[config.mk]
export PLATFORM = sky130hd
export DESIGN_NAME = mux_2to1_arbiter
export DESIGN_NICKNAME = d
export VERILOG_FILES = /design/src/rtl/mux_2to1_arbiter.sv
export SDC_FILE = /design/constraint.sdc
export NUM_CORES = 1
export LEC_CHECK = 0
export CELL_PAD_IN_SITES_DETAIL_PLACEMENT = 1
export CELL_PAD_IN_SITES_GLOBAL_PLACEMENT = 1
export CORE_MARGIN = 1
export CORE_UTILIZATION = 31
export DETAILED_ROUTE_END_ITERATION = 10
export GPL_TIMING_DRIVEN = 0
export PLACE_DENSITY = 0.84
export SETUP_SLACK_MARGIN = 0.5
export SLEW_MARGIN = 10
export SYNTH_ARGS = -nofsm -noshare
export SYNTH_HDL_FRONTEND = slang
export SYNTH_SLANG_ARGS = --single-unit
export TNS_END_PERCENT = 10
[constraint.sdc]
create_clock -name clk -period 2.1 [get_ports clk]
set_clock_uncertainty 0.1 [all_clocks]
set_input_delay 0.42 -clock clk [delete_from_list [all_inputs] [get_ports clk]]
set_output_delay 0.42 -clock clk [all_outputs]
set_load 0.02 [all_outputs]
[src/rtl/mux_2to1_arbiter.sv]
// mux_2to1_arbiter: round-robin 2:1 arbiter feeding a single registered output slot
// Ports:
//   clk, rst           rising-edge clock, synchronous active-high reset
//   a_data/a_valid/a_ready   requester A handshake
//   b_data/b_valid/b_ready   requester B handshake
//   y_data/y_valid/y_ready   registered output handshake
//   sel                current or most recent grant (0 = A, 1 = B)
//   busy               FSM not idle or output slot occupied
// Optional macro MUX_ARB_LAST_EN adds a_last/b_last/y_last; a grant then
// persists until a last word is accepted.
module mux_2to1_arbiter #(
  parameter int WIDTH = 8
) (
  input  logic             clk,
  input  logic             rst,
`ifdef MUX_ARB_LAST_EN
  input  logic             a_last,
  input  logic             b_last,
  output logic             y_last,
`endif
  input  logic [WIDTH-1:0] a_data,
  input  logic             a_valid,
  output logic             a_ready,
  input  logic [WIDTH-1:0] b_data,
  input  logic             b_valid,
  output logic             b_ready,
  output logic [WIDTH-1:0] y_data,
  output logic             y_valid,
  input  logic             y_ready,
  output logic             sel,
  output logic             busy
);
  typedef enum logic [1:0] {IDLE, GRANT_A, GRANT_B} state_t;
  state_t state;
  logic last_b, free, acc_a, acc_b, acc, leave;
  assign free = !y_valid | y_ready;
  assign a_ready = (state == GRANT_A) & free;
  assign b_ready = (state == GRANT_B) & free;
  assign acc_a = a_valid & a_ready;
  assign acc_b = b_valid & b_ready;
  assign acc = acc_a | acc_b;
  assign busy = (state != IDLE) | y_valid;
`ifdef MUX_ARB_LAST_EN
  // grant survives valid gaps; only an accepted last word releases it
  assign leave = acc & (acc_a ? a_last : b_last);
`else
  // any accept, or the granted requester withdrawing, releases the grant
  assign leave = acc | ((state == GRANT_A) & !a_valid) | ((state == GRANT_B) & !b_valid);
`endif
  always_ff @(posedge clk) begin
    if (rst) begin
      state   <= IDLE;
      last_b  <= 1'b1;
      sel     <= 1'b0;
      y_valid <= 1'b0;
      y_data  <= '0;
`ifdef MUX_ARB_LAST_EN
      y_last  <= 1'b0;
`endif
    end else begin
      if (state == IDLE) begin
        // tie goes to whoever was not granted last
        if (a_valid | b_valid)
          state <= (a_valid & (!b_valid | last_b)) ? GRANT_A : GRANT_B;
      end else if (leave) begin
        state <= IDLE;
      end
      if (acc) begin
        y_data  <= acc_a ? a_data : b_data;
        y_valid <= 1'b1;
        sel     <= acc_b;
        last_b  <= acc_b;
`ifdef MUX_ARB_LAST_EN
        y_last  <= acc_a ? a_last : b_last;
`endif
      end else if (y_ready) begin
        y_valid <= 1'b0;
      end
    end
  end
endmodule

==> summary.md <==
| Metric | Value |
|---|---|
| Vertical die dimension | `51.54 µm` |
| Residual overflow from global routing | `0` |
| Sequential cell area fraction in the yosys report | `about 34%` |
| Remaining antenna violation count | `0` |
| Worst hold slack | `389.0 ps` |
| Endpoints failing hold | `0` |
| RSZ-0062 raised after global routing | `true` |
| Post-synthesis cell type with the largest combined area | `dfxtp_1` |
| Combined area of all synthesized cells | `around 760 µm²` |
| Avg Inst Size Synth | `9.165 µm²` |
| Port bufs | `33` |
| DIE AREA | `2656 µm²` |
| Max-cap violation count | `0` |
| Outcome | `complete, no violations` |
| Final Routed Wirelength | `2311 µm` |
| Proportion of netlist area held by the largest area contributor | `between 30% and 40%` |
| Final Net Count | `between 100 and 150` |
| Ratio of final minimum period to clock period | `85.33%` |
| Wire length of the first global-routing pass | `3774 µm` |
| Slew headroom | `78.95%` |
| F_max | `about 560 MHz` |
| Number of global-route vias before repair | `827` |
| First-pass iteration count of the detailed router | `4` |
| Critical Path Max Stage Delay | `630 ps` |
| Initial Utilization | `between 30 and 40%` |
| Async set-or-reset flop fraction in the synthesized netlist | `0%` |
| Data required time of the worst path | `1580 ps` |
| Post-CTS Hold Fix Bufs | `0` |
| Startpoint-to-endpoint class of the critical path | `register to primary output` |
| Worst hold-check path type | `register to register` |
| TritonCTS Buffers | `3` |
| Via density | `5.217` |
| Weighted congestion at the end of routability-driven global placement | `0.7465` |
| Share of layout cells above drive strength 1 | `24.19%` |
| Buffer depth of the longest clock path | `2` |
| Top-count cell post-synth | `dfxtp_1` |
| DR WL/cell | `~15 µm` |
| Setup crit start kind | `register` |
| Clock slew seen by the registers of the worst setup and hold paths | `around 80 ps` |
| Number of distinct library cells after synthesis | `29` |
| Transition time at the pin with the least slew margin | `between 300 and 400 ps` |
| Final count of negative-setup-slack endpoints | `0` |
| Post-synthesis to final-layout area growth | `59.54%` |
| Initial antenna violation count | `0` |
| Kind of end point of the critical path | `primary output` |
| Violation count after the first detailed-routing iteration | `9` |
| Clock Root Buffer | `clkbuf_4` |
| Detailed Place HPWL | `1635 µm` |
| Floorplan Core Area | `2255 µm²` |
| Setup slack at placement | `-384.4 ps` |
| Sum of negative setup slack | `0 ps` |
| Largest fanout on the critical path | `3` |
| Leading cell types by count after synthesis | `dfxtp_1 (13), a21oi_1 (9), mux2i_1 (7), o311ai_1 (7), or3b_2 (7)` |
| TritonCTS clock tree | `built` |
| Worst Path Arrival | `1270 ps` |
| Total placed cells including tap cells | `around 140` |
| Fin. max-slew vios | `0` |
| Boundary pin count | `34` |
| Total power per unit cell area | `553.5 nW/µm²` |
| Post-synthesis cell count | `a little over 80` |
| Top delay family on crit path | `buffers and inverters` |
| Most used flip-flop cell after synthesis | `dfxtp_1` |
| Leakage | `between 0.5 and 0.6 nW` |
| Layout fillers | `~280` |
| Largest net degree at the start of global routing | `11` |
| Number of antenna diodes | `0` |
| Clock network latency to the later pin of the worst-skew pair | `270 ps` |
| Design Power | `0.6717 mW` |
| Total routing usage reported by global routing | `19.11%` |
| Minimum setup slack in the final design | `308.2 ps` |
| Die boundary width | `between 50 and 60 µm` |
| Peak supply drop | `around 290 µV` |
| Synth Register Bits | `13` |
| Number of vias after detailed routing | `793` |
| Warnings, synthesis | `0` |
| Leading post-synthesis cells by cell area | `dfxtp_1 (34%), mux2i_1 (9.2%), o311ai_1 (8.1%), or3b_2 (8.1%), a21oi_1 (5.9%)` |
| # clock sinks | `13` |
| Min cycle time layout | `1792 ps` |
| Buffers and inverters on the worst path | `1` |
| Number of enable-type register cells in the synthesized netlist | `0` |
| Slowest stage cell, crit path | `clkdlybuf4s50_1` |
| Row count | `17` |
| Drc violations | `0` |
| CP cell instances | `clkdlybuf4s50_1` |
| Synthesized net count | `approximately 100` |
| Filler-free cell count of the finished design | `152` |
| CTS H-tree depth | `1` |
## per-stage QoR
step | area, µm² | util (%)
2_1_floorplan | 760.7 | -
3_3_place_gp | 1126 | 49.94
3_5_place_dp | 1126 | 49.94
4_1_cts | 1211 | 53.72
5_1_grt | 1214 | 53.83
6_report | 1214 | 53.83
## report_power, final
group          internal (mW)  total [mW]  switching (mW)
logic                  0.129       0.229           0.100
clock network         0.0734       0.157          0.0837
registers              0.268       0.285          0.0174
total                  0.471       0.672           0.201
## metal layers
| layer | track usage (%) | up-vias | routed length, µm |
|---|---|---|---|
| li1 | - | 397 | - |
| met1 | 23.26 | 361 | 983 |
| met2 | 34.63 | 33 | 1182 |
| met3 | 2.632 | 2 | 134 |
| met4 | 5.405 | 0 | 11 |
| met5 | 0 | - | 0 |
## registers in the layout, indices dropped and copies added, names as in the netlist
signal,cells
last_b,1
state,2
sel,1
y_valid,1
y_data,8
## layout make-up
cell class                 instances  area (µm²)  share of cell area, %
timing repair buffer              37       360.3                  29.69
tap                               28       35.03                  2.887
sequential                        13       266.5                  21.96
clock buffer                       4       26.28                  2.165
inverter                           2       7.507                 0.6186
buffer                             6       47.55                  3.918
multi-input combinational         62       470.5                  38.76
## cell families (layout without fill, tap and decap cells)
logic type | after synthesis | count (layout) | synth area share, %
mux | 7 | 7 | 9.211
compound gates | 25 | 25 | 23.52
simple gates | 30 | 30 | 27.14
flops | 13 | 13 | 34.21
buf+inv | 8 | 49 | 5.921
## final timing paths
kind / start / endpoint / slack [ps] / cells past startpoint
worst min register to register: sel / sel / 390 / 2
worst max-delay path: y_data[3] / y_data[3] / 310 / 1
worst min-delay path: sel / sel / 390 / 2
worst max register to register: state[0] / y_data[4] / 610 / 6
## placed cells by master, fill, tap and decap left out, types with 2 or more instances in the layout
master	Yosys	layout
inv_1	2	2
a21oi_1	9	9
dlygate4sd2_1	0	2
mux2i_1	7	7
buf_6	1	5
o311ai_1	7	7
dfxtp_1	13	10
nand3_1	2	2
or3b_2	7	7
clkdlybuf4s50_1	0	27
nand4_1	2	2
buf_2	3	2
buf_4	1	5
clkbuf_1	1	2
nor2_1	2	2
and3b_1	4	4
clkbuf_4	0	3
o21ai_0	3	3
nor2b_1	3	3
dfxtp_2	0	2
and2_1	3	2
## timing repair
action	CTS	global route
cloned	0	0
buffers inserted	4	0
setup endpoints to repair	22	19
resized for setup	30	1
pin swaps	1	0
No activity file was read; power rests on OpenSTA's default activity.
